==> config.mk <==
export PLATFORM = sky130hd
export DESIGN_NAME = wb_bus_watchdog
export DESIGN_NICKNAME = d
export VERILOG_FILES = /design/src/rtl/wb_bus_watchdog_pkg.sv /design/src/rtl/wb_bus_watchdog.sv
export SDC_FILE = /design/constraint.sdc
export NUM_CORES = 1
export LEC_CHECK = 0
export CORE_AREA = 2 2 104 106
export DETAILED_ROUTE_END_ITERATION = 8
export DIE_AREA = 0 0 106 108
export PLACE_DENSITY = 0.77
export RECOVER_POWER = 25
export SYNTH_ARGS = -nofsm -noshare
export SYNTH_HDL_FRONTEND = slang
export SYNTH_SLANG_ARGS = --single-unit
==> constraint.sdc <==
create_clock -name wb_clk_i -period 1.99 [get_ports wb_clk_i]
set_clock_uncertainty 0.05 [all_clocks]
set_input_delay 0.199 -clock wb_clk_i [delete_from_list [all_inputs] [get_ports wb_clk_i]]
set_output_delay 0.199 -clock wb_clk_i [all_outputs]
set_load 0.01 [all_outputs]
==> src/rtl/wb_bus_watchdog_pkg.sv <==
// Shared Wishbone encodings (CTI/BTE) and watchdog state encoding.
// Imported by the bus watchdog; keeps the encodings in one place for the integration layer.
package wb_bus_watchdog_pkg;

  localparam logic [2:0] CTI_CLASSIC = 3'b000;
  localparam logic [2:0] CTI_CONST   = 3'b001;
  localparam logic [2:0] CTI_INCR    = 3'b010;
  localparam logic [2:0] CTI_EOB     = 3'b111;

  localparam logic [1:0] BTE_LINEAR  = 2'b00;
  localparam logic [1:0] BTE_WRAP4   = 2'b01;
  localparam logic [1:0] BTE_WRAP8   = 2'b10;
  localparam logic [1:0] BTE_WRAP16  = 2'b11;

  localparam logic [1:0] ST_IDLE  = 2'd0;
  localparam logic [1:0] ST_ABORT = 2'd1;
  localparam logic [1:0] ST_DRAIN = 2'd2;

  typedef enum logic [1:0] {
    IDLE  = ST_IDLE,
    ABORT = ST_ABORT,
    DRAIN = ST_DRAIN
  } wd_state_e;

endpackage

==> src/rtl/wb_bus_watchdog.sv <==
// Wishbone bus-cycle watchdog: zero-latency pass-through that aborts strobed accesses left
// unterminated for TIMEOUT cycles, returns one err beat to the master and records the fault.
module wb_bus_watchdog
  import wb_bus_watchdog_pkg::*;
#(
  parameter int TIMEOUT = 255,
  parameter int FCNT_W  = 8
) (
  input  logic              wb_clk_i,
  input  logic              wb_rst_n_i,
  input  logic [31:0]       wbm_adr_i,
  input  logic [31:0]       wbm_dat_i,
  input  logic [3:0]        wbm_sel_i,
  input  logic              wbm_we_i,
  input  logic              wbm_cyc_i,
  input  logic              wbm_stb_i,
  input  logic [2:0]        wbm_cti_i,
  input  logic [1:0]        wbm_bte_i,
  output logic [31:0]       wbm_dat_o,
  output logic              wbm_ack_o,
  output logic              wbm_err_o,
  output logic              wbm_rty_o,
  output logic [31:0]       wbs_adr_o,
  output logic [31:0]       wbs_dat_o,
  output logic [3:0]        wbs_sel_o,
  output logic              wbs_we_o,
  output logic              wbs_cyc_o,
  output logic              wbs_stb_o,
  output logic [2:0]        wbs_cti_o,
  output logic [1:0]        wbs_bte_o,
  input  logic [31:0]       wbs_dat_i,
  input  logic              wbs_ack_i,
  input  logic              wbs_err_i,
  input  logic              wbs_rty_i,
  input  logic              fault_clr_i,
  output logic              fault_valid_o,
  output logic [31:0]       fault_adr_o,
  output logic              fault_we_o,
  output logic [FCNT_W-1:0] fault_cnt_o,
  output logic              fault_irq_o
);

  localparam int CW = (TIMEOUT > 1) ? $clog2(TIMEOUT) : 1;
  localparam logic [CW-1:0] WAIT_LAST = CW'(TIMEOUT - 1);

  wd_state_e     state;
  logic [CW-1:0] wait_cnt;
  logic          term;
  logic          waiting;
  logic          expire;
  logic          pass;

  assign term    = wbs_ack_i | wbs_err_i | wbs_rty_i;
  assign waiting = wbm_cyc_i & wbm_stb_i & ~term;
  // A termination in the expiry cycle wins because waiting already excludes term.
  assign expire  = (state == IDLE) & waiting & (wait_cnt == WAIT_LAST);
  assign pass    = (state == IDLE);

  always_ff @(posedge wb_clk_i or negedge wb_rst_n_i) begin
    if (!wb_rst_n_i) begin
      state         <= IDLE;
      wait_cnt      <= '0;
      fault_valid_o <= 1'b0;
      fault_adr_o   <= '0;
      fault_we_o    <= 1'b0;
      fault_cnt_o   <= '0;
      fault_irq_o   <= 1'b0;
    end else begin
      fault_irq_o <= 1'b0;
      case (state)
        IDLE: begin
          if (expire) begin
            state       <= ABORT;
            fault_irq_o <= 1'b1;
          end
        end
        ABORT:   state <= DRAIN;
        DRAIN:   if (!wbm_cyc_i) state <= IDLE;
        default: state <= IDLE;
      endcase

      if (pass && waiting && !expire) wait_cnt <= wait_cnt + 1'b1;
      else                            wait_cnt <= '0;

      // A new fault overrides a coincident clear so it is never lost.
      if (expire) begin
        fault_valid_o <= 1'b1;
        fault_adr_o   <= wbm_adr_i;
        fault_we_o    <= wbm_we_i;
        if (fault_clr_i)       fault_cnt_o <= FCNT_W'(1);
        else if (!(&fault_cnt_o)) fault_cnt_o <= fault_cnt_o + 1'b1;
      end else if (fault_clr_i) begin
        fault_valid_o <= 1'b0;
        fault_cnt_o   <= '0;
      end
    end
  end

  assign wbs_adr_o = wbm_adr_i;
  assign wbs_dat_o = wbm_dat_i;
  assign wbs_sel_o = wbm_sel_i;
  assign wbs_we_o  = wbm_we_i;
  assign wbs_cti_o = wbm_cti_i;
  assign wbs_bte_o = wbm_bte_i;
  assign wbs_cyc_o = pass & wbm_cyc_i;
  assign wbs_stb_o = pass & wbm_stb_i;

  assign wbm_dat_o = pass ? wbs_dat_i : 32'h0;
  assign wbm_ack_o = pass & wbs_ack_i;
  assign wbm_err_o = pass ? wbs_err_i : (state == ABORT);
  assign wbm_rty_o = pass & wbs_rty_i;

endmodule

==> impl_results.md <==
- Critical path class: flop to flop
- Met2 Use GR: a little over a quarter
- Top_reg_cell synth: dfrtp_1
- Setup-failing EPs final: 0
- CTS clock-pin slew for the worst setup and hold paths: 0.11 ns
- Post-DR wirelength/cell: about 14 µm
- R2R cell count: 7
- Clk sinks: 53
- Final hold slack: 0.348 ns
- Post-synth EDFFs: 0
- Max FO, Critical Path: 12
- CP max stage delay: 0.52 ns
- RR Startpoint: wait_cnt[0]
- Dpl cell area: about 0.0046 mm²
- GR peak layer: met2
- Drc violations: 0
- Hold Path End: wbs_dat_o[11]
- Synth-to-Final Area Change: 55.7%
- Cells along the critical path: inv_1 -> ha_1 -> and3_4 -> nand4_2 -> buf_6 -> or4_1 -> a21oi_2
- Endpoints failing hold: 0
- Initial antenna violation count: 1
- Vias: 2742
- Vias per cell: roughly 4.5
- Period Utilization, post-route: a little over nine tenths
- Diode count: 0
- Chip Width: 106 µm
- Fill cells: 1004
- Min-Delay Path Depth: 0
- Mapped Nets: 469
- Crit path DAT: about 2.1 ns
- Met1 usage: 15.8%
- Synth top cells by count: nand2_1, buf_4, dfrtp_1
- CP endpoint kind: flop
- CTS tree: done
- CORE AREA: a little over 0.01 mm²
- Tot GR Track Use: 14.5%
- Async SR Flop Fraction: 100%
- Register bit total from synthesis: 53
- CTS Buf Count: 5
- GRT Residual Overflow: 0
- Rows: 37
- Sequential element share of the synthesized area: 43.5%
- Reg2reg end: fault_cnt_o[6]
- Hold Crit Start: wbm_dat_i[11]
- CP startpoint: wait_cnt[0]
- First-pass GRT wire length: 13200 µm
- Fin nets: 589
- Max_cap viols: 0
- Crit path max-delay cell type: or4_1
- Synth Area per Inst: ~8.7 µm²
- Lkg Pwr: 2.18 nW
- Port Buf Inserts: roughly 190
- Die height: ~110 µm
- Post-route setup slack: 0.0909 ns
- GR Layer Usage met3: 5.55%
- DP Wirelength: 6790 µm
- Library cells used by synthesis: 32
- Vias in the first global route: 2730
- Final non-filler cell total: between 600 and 700
- Status: complete, no violations
- Mapped Cells: 352
- Yosys top cell by area: dfrtp_1
- Placed insts: 596
- Post-synth top area share: between 40 and 50%
- Worst skew pair latency: between 0.3 and 0.4 ns
- Die ar.: approximately 0.011 mm²
- Initial Utilization: 29.8%
- Core Util, Final: 46.3%
- R2r setup slk: 0.09 ns
- DR iter-0 viols: 81
- Max transition margin: 54.4%
- Most common cell in the netlist: nand2_1
- Routed WL: 8600 µm
- ANT nets after route: 0
- Synthesis Warnings: 0
- Startpoint class of the critical path: flop
- GPL Wtd Cong: 0.729
- Design Area, Final: 0.00474 mm²
- Fraction of layout cells with a size suffix above 1: 6.77%
- Cell area after synthesis: ~0.003 mm²
- Post-Place Setup Slack: -0.143 ns
- Power Dens Cells: 494 mW/mm²
- Min Tclk post-route: ~1.9 ns
- Hold/Removal Path Class: input pin to output pin
- Largest net degree at the start of global routing: 36
- Peak supply drop: 415 µV
- H-tree depth: 2
- Number of I/O pins: 268
- Clk root buf: clkbuf_8
- Max-slew violation count: 0
- Tightest Pin Transition: ~0.7 ns
- DR pass1 iterations: 4
- Critical Path RT: 2.18 ns
- CTS max path bufs: 2
- Synth top area cells: dfrtp_1, buf_4, nand2_1
- Max frequency: 527 MHz
cells in the final DEF, fill, tap and decap left out, types with 4 or more instances in the layout:
master and instances:
a21oi_1 4, and2_1 35, buf_4 7, clkbuf_8 5, clkdlybuf4s50_1 149, dfrtp_1 52, dlygate4sd2_1 33, inv_1 5
nand2_1 105, nand3_1 9, nor2_1 13
flip-flops by register name, indices dropped and copies added, names as in the netlist:
name / flops
fault_adr_o: 32
fault_cnt_o: 8
fault_irq_o: 1
fault_valid_o: 1
fault_we_o: 1
state: 2
wait_cnt: 8
worst max-delay path: cells and delay by family (launching register included):
family	cells	cell delay, ns
AND/OR/NAND/NOR	3	0.81
flip-flops	1	0.43
buffers and inverters	2	0.24
adder cells (fa/ha/maj)	1	0.16
AO/OA/AOI/OAI	1	0.15
logic make-up (layout without fill, tap and decap cells):
group | Yosys count | in the layout | synth area share (%)
compound gates | 14 | 14 | 2.79
simple gates | 182 | 182 | 29.1
xor+xnor | 6 | 6 | 1.73
flops | 53 | 53 | 43.5
fa+ha+maj | 3 | 3 | 1.23
mux | 2 | 2 | 0.739
buf+inv | 92 | 213 | 20.9
per-stage QoR:
step | TNS (ns) | power [mW]
final | 0 | 2.34
after detailed placement | -3.92 | 1.51
after floorplan | 0 | 1.31
after global placement | -2.98 | 1.51
after global routing | -0.00685 | 2.44
after CTS | 0 | 2.38
report_power, final:
| group | total (mW) | internal (mW) | switching [mW] | leakage (nW) |
|---|---|---|---|---|
| Clock | 0.885 | 0.507 | 0.379 | 0.0687 |
| Sequential | 1.08 | 1.08 | 0.000371 | 0.739 |
| Combinational | 0.382 | 0.246 | 0.136 | 1.37 |
| Total | 2.34 | 1.83 | 0.515 | 2.18 |
how the worst max path moves through the flow:
stage                           to  depth (start not counted)
global placement    fault_cnt_o[3]                          6
finish              fault_cnt_o[6]                          7
floorplan           fault_cnt_o[7]                          7
detailed placement  fault_cnt_o[6]                          6
CTS                  wbm_dat_o[14]                          4
global route        fault_cnt_o[6]                          7
area by class of cell:
cell class                      instances  area, µm²  share of cell area [%]
Clock buffer                            5       68.8                    1.45
Clock inverter                          3       68.8                    1.45
Inverter                                6       22.5                   0.475
Multi-Input combinational cell        207       1100                    23.3
Sequential cell                        53       1330                    28.0
Tap cell                              136        170                    3.59
Timing Repair Buffer                  199       1980                    41.8
what timing repair did:
item,4_1_cts,5_1_grt
pin swaps,0,1
hold buffers,1,0
resized for setup,37,7
cloned,0,1
endpoints found under the setup margin,35,41
endpoints found under the hold margin,26,0
setup buffers,1,2
per-layer routing:
metal  up-vias  routed length, µm  part of all wire [%]
li1       1280                  -                     -
met1      1276               3250                    38
met2       171               4330                    50
met3        13                880                    10
met4         2                117                   1.4
met5         -                 11                  0.13
Power figures use the tool's default switching activity.
